**config.mk**
```make
export PLATFORM = sky130hd
export DESIGN_NAME = fsm_pattern_generator_flat
export DESIGN_NICKNAME = d
export VERILOG_FILES = /design/src/rtl/fsm_pattern_generator_if.sv /design/src/rtl/fsm_pattern_generator.sv /design/src/flat_wrapper.sv
export SDC_FILE = /design/constraint.sdc
export NUM_CORES = 1
export LEC_CHECK = 0
export CAP_MARGIN = 15
export CORE_MARGIN = 5
export CORE_UTILIZATION = 40
export CTS_BUF_LIST = sky130_fd_sc_hd__clkbuf_4
export DETAILED_ROUTE_END_ITERATION = 10
export PLACE_DENSITY = 0.76
export SYNTH_ARGS = -nofsm -noshare
export SYNTH_HDL_FRONTEND = slang
export SYNTH_SLANG_ARGS = --single-unit
```
**constraint.sdc**
```tcl
create_clock -name clk -period 2 [get_ports clk]
set_input_delay 0.3 -clock clk [delete_from_list [all_inputs] [get_ports clk]]
set_output_delay 0.3 -clock clk [all_outputs]
set_load 0.1 [all_outputs]
```
**src/rtl/fsm_pattern_generator_if.sv**
```systemverilog
//-----------------------------------------------------------------------------
// fsm_pattern_generator_if
//
// Purpose:
//   Bundles the request bus (start plus the transmission parameters) and the
//   symbol stream handshake of the Bike/Car pattern generator into a single
//   interface. clk and reset stay plain ports on the generator itself.
//
// Signals:
//   start       request to begin a transmission
//   pattern     symbols to send, pattern[0] first (MAX_LEN bits)
//   len         symbols per repetition, legal range 1..MAX_LEN
//   repeat_cnt  extra repetitions (total = repeat_cnt + 1)
//   gap         idle cycles between repetitions
//   ready_in    downstream can accept a symbol this cycle
//   d_out       current symbol
//   valid_out   d_out holds a valid symbol
//   busy        generator is not idle
//   done        one-cycle pulse after the final symbol transfers
//   err         one-cycle pulse when a start is rejected for an illegal len
//
// Modports:
//   master  drives the request bus and ready_in, observes the outputs
//   slave   the generator side
//-----------------------------------------------------------------------------
interface fsm_pattern_generator_if #(
    parameter int MAX_LEN = 16
);
    logic               start;
    logic [MAX_LEN-1:0] pattern;
    logic [4:0]         len;
    logic [3:0]         repeat_cnt;
    logic [3:0]         gap;
    logic               ready_in;
    logic               d_out;
    logic               valid_out;
    logic               busy;
    logic               done;
    logic               err;

    modport master (
        output start,
        output pattern,
        output len,
        output repeat_cnt,
        output gap,
        output ready_in,
        input  d_out,
        input  valid_out,
        input  busy,
        input  done,
        input  err
    );

    modport slave (
        input  start,
        input  pattern,
        input  len,
        input  repeat_cnt,
        input  gap,
        input  ready_in,
        output d_out,
        output valid_out,
        output busy,
        output done,
        output err
    );
endinterface

```
**src/rtl/fsm_pattern_generator.sv**
```systemverilog
//-----------------------------------------------------------------------------
// fsm_pattern_generator
//
// Purpose:
//   Sends a captured pattern of Bike/Car symbols over a valid/ready stream.
//   A start in IDLE with a legal length captures pattern, len, repeat_cnt and
//   gap and begins transmitting; the pattern is sent repeat_cnt+1 times with
//   gap idle cycles between repetitions. done pulses once the final symbol
//   has been transferred, err pulses when a start carries an illegal length.
//
// Parameters:
//   MAX_LEN  maximum pattern length in symbols
//   B        encoding of a Bike symbol on d_out (Car is ~B); a '1' bit in
//            pattern is a Bike
//
// Ports:
//   clk    rising-edge clock
//   reset  synchronous, active-high reset
//   bus    fsm_pattern_generator_if slave modport (request bus, stream
//          handshake and status pulses)
//
// All outputs are driven straight from registers.
//-----------------------------------------------------------------------------
module fsm_pattern_generator #(
    parameter int   MAX_LEN = 16,
    parameter logic B       = 1'b1
) (
    input  logic                      clk,
    input  logic                      reset,
    fsm_pattern_generator_if.slave    bus
);

    localparam logic [1:0] ST_IDLE = 2'd0;
    localparam logic [1:0] ST_SEND = 2'd1;
    localparam logic [1:0] ST_GAP  = 2'd2;

    localparam int unsigned MAX_LEN_U = MAX_LEN;

    // Registered state and captured transmission parameters
    logic [1:0]         state_q,  state_d;
    logic [MAX_LEN-1:0] pat_q,    pat_d;
    logic [4:0]         len_q,    len_d;
    logic [3:0]         gap_q,    gap_d;
    logic [4:0]         idx_q,    idx_d;
    logic [3:0]         rep_q,    rep_d;
    logic [3:0]         gcnt_q,   gcnt_d;

    // Registered outputs
    logic               d_out_q,  d_out_d;
    logic               valid_q,  valid_d;
    logic               busy_q,   busy_d;
    logic               done_q,   done_d;
    logic               err_q,    err_d;

    // Helpers
    logic               len_ok;
    logic               xfer;
    logic               last_sym;
    logic [4:0]         idx_inc;
    logic [MAX_LEN-1:0] next_sel;
    logic               sym_next;

    function automatic logic encode(input logic bike);
        return bike ? B : ~B;
    endfunction

    assign len_ok   = (bus.len != 5'd0) && (32'(bus.len) <= MAX_LEN_U);
    assign xfer     = valid_q && bus.ready_in;
    assign last_sym = (idx_q == (len_q - 5'd1));
    assign idx_inc  = idx_q + 5'd1;

    // One-hot select of the symbol after the current one; avoids a variable
    // part-select whose index width would not match the pattern width.
    assign next_sel = {{(MAX_LEN-1){1'b0}}, 1'b1} << idx_inc;
    assign sym_next = |(pat_q & next_sel);

    // Next-state and next-output logic. Every register holds by default;
    // done and err are pulses and clear unless explicitly raised.
    always_comb begin
        state_d = state_q;
        pat_d   = pat_q;
        len_d   = len_q;
        gap_d   = gap_q;
        idx_d   = idx_q;
        rep_d   = rep_q;
        gcnt_d  = gcnt_q;
        d_out_d = d_out_q;
        valid_d = valid_q;
        busy_d  = busy_q;
        done_d  = 1'b0;
        err_d   = 1'b0;

        case (state_q)
            ST_IDLE: begin
                valid_d = 1'b0;
                busy_d  = 1'b0;
                if (bus.start) begin
                    if (len_ok) begin
                        pat_d   = bus.pattern;
                        len_d   = bus.len;
                        rep_d   = bus.repeat_cnt;
                        gap_d   = bus.gap;
                        idx_d   = 5'd0;
                        gcnt_d  = 4'd0;
                        d_out_d = encode(bus.pattern[0]);
                        valid_d = 1'b1;
                        busy_d  = 1'b1;
                        state_d = ST_SEND;
                    end else begin
                        err_d = 1'b1;
                    end
                end
            end

            ST_SEND: begin
                // Without a transfer everything holds, which keeps d_out and
                // valid_out stable while downstream stalls.
                if (xfer) begin
                    if (!last_sym) begin
                        idx_d   = idx_inc;
                        d_out_d = encode(sym_next);
                    end else if (rep_q != 4'd0) begin
                        rep_d = rep_q - 4'd1;
                        idx_d = 5'd0;
                        if (gap_q != 4'd0) begin
                            state_d = ST_GAP;
                            gcnt_d  = gap_q;
                            valid_d = 1'b0;
                        end else begin
                            d_out_d = encode(pat_q[0]);
                        end
                    end else begin
                        state_d = ST_IDLE;
                        idx_d   = 5'd0;
                        d_out_d = 1'b0;
                        valid_d = 1'b0;
                        busy_d  = 1'b0;
                        done_d  = 1'b1;
                    end
                end
            end

            ST_GAP: begin
                // gcnt holds the idle cycles still to be shown including the
                // current one, so the last gap cycle is the one with gcnt==1.
                if (gcnt_q <= 4'd1) begin
                    state_d = ST_SEND;
                    gcnt_d  = 4'd0;
                    d_out_d = encode(pat_q[0]);
                    valid_d = 1'b1;
                end else begin
                    gcnt_d = gcnt_q - 4'd1;
                end
            end

            default: begin
                state_d = ST_IDLE;
                idx_d   = 5'd0;
                rep_d   = 4'd0;
                gcnt_d  = 4'd0;
                d_out_d = 1'b0;
                valid_d = 1'b0;
                busy_d  = 1'b0;
            end
        endcase
    end

    // State and output registers with synchronous reset; reset wins over
    // start and ready_in and aborts a transmission without a done pulse.
    always_ff @(posedge clk) begin
        if (reset) begin
            state_q <= ST_IDLE;
            pat_q   <= '0;
            len_q   <= 5'd0;
            gap_q   <= 4'd0;
            idx_q   <= 5'd0;
            rep_q   <= 4'd0;
            gcnt_q  <= 4'd0;
            d_out_q <= 1'b0;
            valid_q <= 1'b0;
            busy_q  <= 1'b0;
            done_q  <= 1'b0;
            err_q   <= 1'b0;
        end else begin
            state_q <= state_d;
            pat_q   <= pat_d;
            len_q   <= len_d;
            gap_q   <= gap_d;
            idx_q   <= idx_d;
            rep_q   <= rep_d;
            gcnt_q  <= gcnt_d;
            d_out_q <= d_out_d;
            valid_q <= valid_d;
            busy_q  <= busy_d;
            done_q  <= done_d;
            err_q   <= err_d;
        end
    end

    assign bus.d_out     = d_out_q;
    assign bus.valid_out = valid_q;
    assign bus.busy      = busy_q;
    assign bus.done      = done_q;
    assign bus.err       = err_q;

endmodule

```
**src/flat_wrapper.sv**
```systemverilog
// flat-port wrapper written by rule: the top's interface ports become plain ports
module fsm_pattern_generator_flat 
#(
    parameter int   MAX_LEN = 16,
    parameter logic B       = 1'b1
)
  (clk, reset, bus_start, bus_pattern, bus_len, bus_repeat_cnt, bus_gap, bus_ready_in, bus_d_out, bus_valid_out, bus_busy, bus_done, bus_err);
  fsm_pattern_generator_if #(.MAX_LEN(MAX_LEN)) bus_i ();
  input  logic clk;
  input  logic reset;
  input wire logic [$bits(bus_i.start)-1:0] bus_start;
  input wire logic [$bits(bus_i.pattern)-1:0] bus_pattern;
  input wire logic [$bits(bus_i.len)-1:0] bus_len;
  input wire logic [$bits(bus_i.repeat_cnt)-1:0] bus_repeat_cnt;
  input wire logic [$bits(bus_i.gap)-1:0] bus_gap;
  input wire logic [$bits(bus_i.ready_in)-1:0] bus_ready_in;
  output wire logic [$bits(bus_i.d_out)-1:0] bus_d_out;
  output wire logic [$bits(bus_i.valid_out)-1:0] bus_valid_out;
  output wire logic [$bits(bus_i.busy)-1:0] bus_busy;
  output wire logic [$bits(bus_i.done)-1:0] bus_done;
  output wire logic [$bits(bus_i.err)-1:0] bus_err;
  assign bus_i.start = bus_start;
  assign bus_i.pattern = bus_pattern;
  assign bus_i.len = bus_len;
  assign bus_i.repeat_cnt = bus_repeat_cnt;
  assign bus_i.gap = bus_gap;
  assign bus_i.ready_in = bus_ready_in;
  assign bus_d_out = bus_i.d_out;
  assign bus_valid_out = bus_i.valid_out;
  assign bus_busy = bus_i.busy;
  assign bus_done = bus_i.done;
  assign bus_err = bus_i.err;
  fsm_pattern_generator #(.MAX_LEN(MAX_LEN), .B(B)) u_core (.clk(clk), .reset(reset), .bus(bus_i));
endmodule
```
* After elaboration in Yosys (flattened, before gate mapping) *
Cells that the tools add are included.

word-level totals
  register bits after elaboration = 45

cells by class
  bitwise gates (word level) = 7
  equal/unequal tests = 13
  shift-type cells = 1
  add/subtract/negate cells = 4
  $lt $le $gt $ge = 2
  muxes and demuxes = 52
  reductions and logical operators = 17

operators with widths
  cell                    number
  $mux W4                 12
  $pmux W4 S3             2
  $mux W1                 22
  $mux W5                 4
  $reduce_and A6 Y1       3
  $and A16 B16 Y16        1
  $reduce_or A16 Y1       1
  $shl A1 B5 Y16 const A  1
  $pmux W5 S3             1
  $mux W2                 7
  $ne A2 B1 Y1 const B    6
  $reduce_and A4 Y1       3
  $pmux W1 S3             3
  $reduce_bool A4 Y1      2
  $sub A4 B1 Y4 const B   2
  $not A1 Y1              6
  $pmux W2 S3             1
  $add A5 B1 Y5 const B   1
  $eq A5 B5 Y1            1
  $le A5 B5 Y1 const B    1
  $reduce_and A5 Y1       1
  $reduce_bool A5 Y1      1
  $sub A5 B1 Y5 const B   1
  $le A4 B1 Y1 const B    1
  10 further kinds        12

* Logic depth before layout (Yosys ltp) *
Gate-level depths: netlist of the first run.

  depth after elaboration = 8
  mapped depth = 9
  gate-level depth less buffers = 8

* Worst setup path after synthesis of the first run *
Ideal clock, no wire load.

  kind = reg-to-reg
  from = register u_core.valid_q (netlist: u_core.bus.valid_out)
  to = register u_core.idx_q[2]
  setup time = 0.115 ns
  arrival = 2.020 ns
  required time = 1.885 ns
  path slack = -0.135 ns
  stages on the path, launching flop included = 6
  cells stage by stage = dfxtp_1 -> nand2_1 -> and2_1 -> nor3_2 -> a21boi_0 -> o21ba_2

between the ends
  cells in the longest elaborated chain, start to end = 3

RTL lines
  element                      line                          source
  start, declared              fsm_pattern_generator.sv:50   logic valid_q, valid_d;
  start signal, assigned       fsm_pattern_generator.sv:193  valid_q <= valid_d;
  $logic_and A1 B1 Y1          fsm_pattern_generator.sv:68   assign xfer = valid_q && bus.ready_in;
  $ne A2 B1 Y1 (no line)       --
  $reduce_and A4 Y1 (no line)  --
  end signal, assigned         fsm_pattern_generator.sv:189  idx_q <= idx_d;
  end, declared                fsm_pattern_generator.sv:44   logic [4:0] idx_q, idx_d;

No other way between the ends.
A chain may end at the register's enable or synchronous reset.

* Worst setup path after layout of the first run *
  from = register u_core.len_q[1]
  to = register u_core.d_out_q (netlist: u_core.bus.d_out)

between the ends
  cells in the longest elaborated chain, start to end = 5
  elaborated cells on any way between the ends = 7

RTL lines
  element                 line                          source
  start, declared         fsm_pattern_generator.sv:42   logic [4:0] len_q, len_d;
  start signal, assigned  fsm_pattern_generator.sv:187  len_q <= len_d;
  $sub A5 B1 Y5 (*)       fsm_pattern_generator.sv:69   assign last_sym = (idx_q == (len_q - 5'd1));
  $eq A5 B5 Y1 (*)        fsm_pattern_generator.sv:69
  $mux W1                 fsm_pattern_generator.sv:119  if (!last_sym) begin
  $mux W1                 fsm_pattern_generator.sv:118  if (xfer) begin
  $pmux W1 S3             fsm_pattern_generator.sv:93   case (state_q)
  end signal, assigned    fsm_pattern_generator.sv:192  d_out_q <= d_out_d;
  end, declared           fsm_pattern_generator.sv:49   logic d_out_q, d_out_d;

Mark *: on every way between the ends. The rest lies on a longest branch, timed or not. The select of a mux whose other input is x is not followed.

==> parameters.txt, run 1 <==
Parameter                              Value

Global route
  Number of antenna violations at the first check in global routing ... 1
  Vias in the first global route ... 2,247
  Global-route wire length before repair ... 10000 µm
  Congestion Overflow GR ... 0
  Pin count of the biggest net entering global routing ... 20
  Global-route total usage across every layer ... 0.162

Place
  Placed Instances ... around 440
  RePlAce Congestion ... 0.939
  Buffers added on ports ... 37
  Area after detailed placement ... 0.00308 mm²
  Half-perimeter wire length after placement ... 4580 µm

Synth
  Mapped cell area ... 0.00243 mm²
  Number of flops mapped to enable cells by yosys ... 0
  Top flip-flop cell by instance count after synthesis ... dfxtp_1
  Syn. warnings ... 0
  Portion of synthesized cell area occupied by the leading cell type ... 0.371
  Number of distinct standard cells referenced by the synthesized netlist ... 46
  Proportion of synthesized chip area in sequential cells ... 0.371
  Commonest cells post-synth ... nand2_1 (63), dfxtp_1 (45), a21oi_1 (37)
  Number of nets in the synthesized netlist ... 354
  Average cell area after synthesis ... 7.89 µm²
  Top area cells in the synthesized netlist ... dfxtp_1 (37%), nand2_1 (9.7%), a21oi_1 (7.6%), ha_1 (6.7%), a22oi_1 (3.1%)
  Asr flop ratio synth ... 0
  Count of mapped cells out of synthesis ... between 300 and 400
  Dominant cell type by area after synthesis ... dfxtp_1
  Flip-flop and latch count after synthesis ... 45
  Most numerous cell in the Yosys netlist ... nand2_1

Drt
  Total length of routed wires ... between 6000 and 7000 µm
  DR vias/cell ... 5.31
  Total via count in the routed design ... 2,390
  Average wire per cell in the routed design ... 13.6 µm
  First DRT Iteration DRCs ... 112
  Count of antenna-violating nets left after detailed routing ... 0
  Count of TritonRoute iterations in the first routing pass ... 4
  Number of design rule violations left after detail routing ... 0

Floorplanning
  Floorplan Core Area ... 0.00592 mm²
  Die Y ... 88.0 µm
  Die X-Extent ... 88.0 µm
  Total Die Area ... 0.00774 mm²
  Starting density of the core ... 0.411
  Count of standard-cell rows ... 28
  I/O pin count ... 38

Worst setup path
  Setup slack of the worst register-to-register path ... -7 ps
  Data arrival time of the critical path ... 2300 ps
  Maximum fanout count along the critical path ... 6
  Slowest cell on the critical path ... or3_1
  Required time of the critical path ... 2290 ps
  Crit start category ... flop
  Endpoint of the worst register-to-register path ... u_core.bus.d_out
  Critical path capture point type ... flop
  Worst r2r src ... u_core.len_q[1]
  Series of cell instances along the critical path ... inv_2, ha_4, xnor2_2, a211oi_2, o311ai_4, or3_1, a311o_1, o41ai_2
  Register-to-Register Path Depth ... 8
  Worst Setup Path Type ... flop to flop
  CP peak stage delay ... 360 ps

Timing
  Rel. slew slack ... 0.708
  Final count of negative-setup-slack endpoints ... 1
  Max Clk Rate ... 0.498 GHz
  Setup WS post-layout ... -7.06 ps
  Final Hold Vio Count ... 0
  Pins over their slew limit ... 0
  RSZ-0062 raised after global routing ... yes
  Least-Margin Pin Slew ... around 440 ps
  Final Cycle Share ... 1.00
  Worst clock skew ... 16.6 ps
  Clock period minus final worst setup slack ... 2010 ps
  Sum of negative setup slack ... -7.06 ps

Min path
  Hold-critical path endpoint ... u_core.pat_q[12]
  Count of cells along the worst hold path ... 2
  Class of the worst hold path ... flop to flop
  Worst Hold Launch ... u_core.pat_q[12]

Clocking
  Later-pin clock latency in the skew report ... around 370 ps
  Clock transition at the register clock pins on the worst setup and hold paths after CTS ... roughly 140 ps
  Number of buffers on the longest clock path ... 2
  Count of clock tree sinks ... 45
  TritonCTS clock tree ... built
  Clock H-tree levels ... 2
  Number of buffers inserted for hold repair after clock tree synthesis ... 0
  Inserted Clock Buffers ... 5
  CTS Root Buffer Type ... clkbuf_4

Pwr
  Power Density ... 875 mW/mm²
  Leakage power ... 1.24 nW
  Peak supply drop ... 482 µV
  Final Power ... 2.90 mW

Finish
  Post-synthesis to final-layout area growth ... 36.3%
  Nets@finish ... 419
  Final instance area ... 0.00331 mm²
  Fraction of layout instances using a drive strength above 1 ... 0.222
  Non-filler instance count after layout ... between 400 and 500
  Final cell utilization of the core ... 0.560

Job
  Max-capacitance violation count ... 0

Status
  Run status ... finished, violations left
  Violations in the final reports ... negative setup slack
-- layout make-up --
| type | count | area (µm²) |
|---|---|---|
| Sequential cell | 45 | 906 |
| Multi-Input combinational cell | 231 | 1550 |
| Tap cell | 75 | 93.8 |
| Inverter | 17 | 63.8 |
| Antenna cell | 1 | 2.50 |
| Clock inverter | 3 | 12.5 |
| Fill cell | 561 | 2610 |
| Timing Repair Buffer | 73 | 652 |
| Clock buffer | 5 | 37.5 |
-- sequential cells by signal, summed over array words and instances, names as in the netlist --
register	flops
u_core.bus.d_out	1
u_core.bus.err	1
u_core.bus.done	1
u_core.bus.valid_out	1
u_core.rep_q	4
u_core.gcnt_q	4
u_core.pat_q	16
u_core.len_q	5
u_core.bus.busy	1
u_core.state_q	2
u_core.gap_q	4
u_core.idx_q	5
-- logic make-up after synthesis --
kind of cell    share of synthesized area
fa+ha+maj                          0.0669
compound gates                      0.214
simple gates                        0.233
mux                               0.00824
flops                               0.371
buf+inv                            0.0535
xor+xnor                           0.0540
-- worst max path at each step --
| stage | start | endpoint | slack [ps] | cells past startpoint |
|---|---|---|---|---|
| 2_1_floorplan | u_core.len_q[0] | u_core.bus.d_out | 30 | 8 |
| 3_3_place_gp | bus_len[0] | u_core.idx_q[2] | -230 | 9 |
| 3_5_place_dp | bus_len[0] | u_core.idx_q[2] | -350 | 9 |
| 4_1_cts | u_core.len_q[0] | u_core.bus.d_out | 0.4 | 8 |
| 5_1_grt | u_core.len_q[1] | u_core.state_q[1] | -140 | 9 |
| 6_report | u_core.len_q[1] | u_core.bus.d_out | -7 | 8 |
-- per-layer routing --
layer / share of wire / vias up / GRT usage / wire length, µm
met1: 0.44 / 1107 / 0.202 / 2670
met3: 0.060 / 4 / 0.0254 / 367
met2: 0.49 / 64 / 0.282 / 2990
met4: 0.014 / 0 / 0.0586 / 87
li1: - / 1215 / - / -
met5: 0 / - / 0 / 0
-- placed cells by master (no fill, tap or decap), types with 3 or more instances in the layout --
cell,instances
clkbuf_4,5
nor3_1,6
buf_6,3
dfxtp_1,41
a21oi_1,33
a22oi_1,10
nand4_1,6
inv_1,15
nor2_1,9
nand2_1,63
ha_1,11
and3_1,3
o21ai_0,6
nand3_1,12
clkdlybuf4s50_1,32
xnor2_1,6
xor2_1,7
dfxtp_2,4
o21ai_2,4
a21oi_2,4
o21ai_1,3
buf_4,37
-- what timing repair did --
item	in CTS	in global routing
setup buffers	1	2
resized for setup	8	32
hold endpoints to repair	0	0
pin swaps	8	13
setup endpoints to repair	16	14
-- where the power goes --
group,leakage (nW),switching [mW],total (mW),internal (mW)
Sequential,0.368,0.0900,1.10,1.01
Clock,0.0301,0.295,0.422,0.128
Combinational,0.845,0.800,1.37,0.573
-- critical path, delay by kind of cell, from the launching register on --
family / cells / cell delay (ps)
buffers and inverters: 1 / 40
and+or+nand+nor: 1 / 360
DFF: 1 / 350
xor gates and xnor gates: 1 / 130
AOI/OAI and AO/OA: 4 / 800
adders and majority gates: 1 / 230
-- through the flow --
stage	hold slack [ps]	worst slack, ps
3_5_place_dp	447	-348
2_1_floorplan	428	27.8
4_1_cts	453	0.393
6_report	464	-7.06
5_1_grt	458	-141
3_3_place_gp	444	-233
No activity file was read; power rests on OpenSTA's default activity.
==> run 2: changes to the inputs <==
--- a/config.mk
+++ b/config.mk
@@ -10,7 +10,8 @@
 export CORE_UTILIZATION = 40
 export CTS_BUF_LIST = sky130_fd_sc_hd__clkbuf_4
 export DETAILED_ROUTE_END_ITERATION = 10
-export PLACE_DENSITY = 0.76
+export DONT_BUFFER_PORTS = 1
+export PLACE_DENSITY = 0.67
 export SYNTH_ARGS = -nofsm -noshare
 export SYNTH_HDL_FRONTEND = slang
 export SYNTH_SLANG_ARGS = --single-unit
==> parameters.txt, run 2 (same netlist as run 1, synthesis figures left out) <==
Parameter                              Value

Global route
  Global-route wire length before repair ... 9780 µm (-2.2%)
  Pin count of the biggest net entering global routing ... 47 (+140%)
  Congestion Overflow GR ... 0 (unchanged)
  Global-route total usage across every layer ... 0.160 (-0.00198)
  Vias in the first global route ... 2,089 (-7.0%)
  Number of antenna violations at the first check in global routing ... 0 (-1)

Floorplanning
  Die Y ... 88.0 µm (unchanged)
  I/O pin count ... 38 (unchanged)
  Starting density of the core ... 0.411 (unchanged)
  Total Die Area ... 0.00774 mm² (unchanged)
  Count of standard-cell rows ... 28 (unchanged)
  Die X-Extent ... 88.0 µm (unchanged)
  Floorplan Core Area ... 0.00592 mm² (unchanged)

Worst setup path
  Critical path capture point type ... flop
  Endpoint of the worst register-to-register path ... u_core.bus.d_out
  Worst Setup Path Type ... flop to flop
  Family with the most delay on the worst path ... compound AO/OA/AOI/OAI gates
  Slowest cell on the critical path ... or3_1
  Series of cell instances along the critical path ... inv_2, ha_4, xnor2_1, a211oi_2, o311ai_2, or3_1, a311o_1, o41ai_2
  Required time of the critical path ... 2280 ps (about the same)
  Maximum fanout count along the critical path ... 4 (-2)
  WP buf/inv ... 1 (unchanged)
  Worst r2r src ... u_core.len_q[0]
  Data arrival time of the critical path ... 2270 ps (-30 ps)
  Crit start category ... flop
  CP peak stage delay ... 390 ps (+30 ps)
  Register-to-Register Path Depth ... 8 (unchanged)
  Setup slack of the worst register-to-register path ... 20 ps (+20 ps)

Clocking
  Count of clock tree sinks ... 45 (unchanged)
  Clock H-tree levels ... 2 (unchanged)
  TritonCTS clock tree ... built
  Number of buffers on the longest clock path ... 2 (unchanged)
  Clock transition at the register clock pins on the worst setup and hold paths after CTS ... 150 ps (about the same)
  CTS Root Buffer Type ... clkbuf_4
  Later-pin clock latency in the skew report ... 370 ps (about the same)
  Inserted Clock Buffers ... 5 (unchanged)

Pwr
  Peak supply drop ... 633 µV (+31%)
  Combinational share of power ... 0.423 (-0.051)
  Leakage power ... 1.08 nW (-13%)
  Internal Power ... 1.76 mW (+2.9%)
  Net switching component of the power ... 1.15 mW (-2.6%)
  Power Density ... 1010 mW/mm² (+15%)
  Switching share of power ... 0.395 (-0.0134)
  Share of total power in sequential cells ... 0.378 (-0.002)
  Share of power burned in the clock network ... 0.199 (+0.053)

Min path
  Worst Hold Launch ... reset
  Class of the worst hold path ... primary input to flop
  Hold-critical path endpoint ... u_core.bus.valid_out
  Count of cells along the worst hold path ... 1 (-1)

Finish
  Layout fillers ... 607 (+8.2%)
  Max FFs per register ... 16 (unchanged)
  Antenna diodes ... 0 (-1)
  Nets@finish ... 380 (-9.3%)
  Highest-count cells in the layout ignoring fill and taps ... nand2_1 (63), dfxtp_1 (40), a21oi_1 (37)
  Post-synthesis to final-layout area growth ... 19.4%
  Final cell utilization of the core ... 0.490 (-0.0695)
  Final instance area ... 0.00290 mm² (-12%)
  Largest registers ... u_core.pat_q (16), u_core.idx_q (5), u_core.len_q (5)
  Non-filler instance count after layout ... 410 (-8.9%)
  Fraction of layout instances using a drive strength above 1 ... 0.218 (-0.00401)
  Commonest non-fill, non-tap cell in the layout ... nand2_1
  Register containing the most flip-flops in the final layout ... u_core.pat_q

Drt
  Total via count in the routed design ... 2,195 (-8.2%)
  Average wire per cell in the routed design ... 14.6 µm (+7.7%)
  Total length of routed wires ... 6000 µm (-1.9%)
  Number of design rule violations left after detail routing ... 0 (unchanged)
  Count of TritonRoute iterations in the first routing pass ... 4 (unchanged)
  First DRT Iteration DRCs ... 103 (-8.0%)
  DR vias/cell ... 5.35 (+0.80%)
  Count of antenna-violating nets left after detailed routing ... 0 (unchanged)

Timing
  Final Cycle Share ... 0.992 (-0.0114)
  Hold slack final ... -30.1 ps (-494 ps)
  RSZ-0062 raised after global routing ... yes
  Worst clock skew ... 15.9 ps (-0.737 ps)
  Final Hold Vio Count ... 13 (+13)
  Max Clk Rate ... 0.504 GHz (+1.1%)
  Final count of negative-setup-slack endpoints ... 0 (-1)
  Sum of negative setup slack ... 0 ps (+7.06 ps)
  Least-Margin Pin Slew ... 469 ps (+31.2 ps)
  Pins over their slew limit ... 0 (unchanged)
  Clock period minus final worst setup slack ... 1980 ps (-22.8 ps)
  Rel. slew slack ... 0.687 (-0.0208)

Place
  Area after detailed placement ... 0.00271 mm² (-12%)
  Buffers added on ports ... 0 (-100%)
  Half-perimeter wire length after placement ... 4380 µm (-4.4%)
  RePlAce Congestion ... 0.857 (-8.7%)
  Placed Instances ... 401 (-8.4%)

Status
  Run status ... finished, violations left
  Violations in the final reports ... negative hold slack

Job
  Max-capacitance violation count ... 0 (unchanged)
==> run 2: changes by cell type in the layout (fill, tap and decap cells not counted), sizes merged <==
cell / before / now
diode: 1 / 0
clkinv: 3 / 1
buf: 41 / 33
dlygate4sd3: 0 / 1
clkdlybuf4s50: 32 / 0
clkinvlp: 0 / 1
bufinv: 0 / 1
==> run 2: layout make-up <==
class / count / area (µm²) / area share
Multi-Input combinational cell: 231 / 1490 / 0.514
Sequential cell: 45 / 907 / 0.313
Clock buffer: 5 / 37.5 / 0.0129
Clock inverter: 3 / 46.3 / 0.0160
Inverter: 17 / 63.8 / 0.0220
Tap cell: 75 / 93.8 / 0.0323
Timing Repair Buffer: 34 / 262 / 0.0901
==> run 2: power groups by stage <==
stage / clock [mW] / combinational (mW) / sequential (mW)
6_report: 0.581 / 1.23 / 1.10
4_1_cts: 0.594 / 1.16 / 1.10
5_1_grt: 0.631 / 1.37 / 1.12
3_3_place_gp: 0 / 1.13 / 1.12
3_5_place_dp: 0 / 1.15 / 1.12
2_1_floorplan: 0 / 0.658 / 1.25
==> run 2: worst max-delay path by stage <==
stage / startpoint / to / depth (start not counted)
floorplan: u_core.len_q[0] / u_core.bus.d_out / 8
global placement: u_core.len_q[0] / u_core.bus.d_out / 8
detailed placement: u_core.len_q[0] / u_core.bus.d_out / 8
CTS: u_core.len_q[1] / u_core.bus.d_out / 9
global route: u_core.len_q[0] / u_core.bus.d_out / 8
finish: u_core.len_q[0] / u_core.bus.d_out / 8
==> run 2: timing repair <==
action | 4_1_cts | 5_1_grt
resized for setup | 9 | 15
pin swaps | 9 | 4
endpoints found under the setup margin | 8 | 15
hold endpoints to repair | 42 | 44
buffers inserted | 0 | 0
==> run 2: through the flow <==
stage / power [mW] / worst slack [ps] / hold WS (ps)
after floorplan: 1.90 / 27.8 / 428
after global placement: 2.25 / 4.41 / 373
after detailed placement: 2.26 / -108 / 375
after CTS: 2.86 / -32.3 / -39.0
after global routing: 3.12 / -103 / -53.7
final: 2.92 / 15.7 / -30.1
==> run 2: worst register-to-register path, cell delays in order (launching register included) <==
cell and delay (ps):
dfxtp_2 360, inv_2 40, ha_4 220, xnor2_1 120
a211oi_2 170, o311ai_2 170, or3_1 400, a311o_1 370
o41ai_2 60
==> run 2: per-layer routing <==
layer | track usage | share of wire | wire length [µm]
met1 | 0.211 | 0.46 | 2740
met2 | 0.259 | 0.47 | 2840
met3 | 0.0386 | 0.060 | 359
met4 | 0.0488 | 0.010 | 63
met5 | 0 | 0 | 0
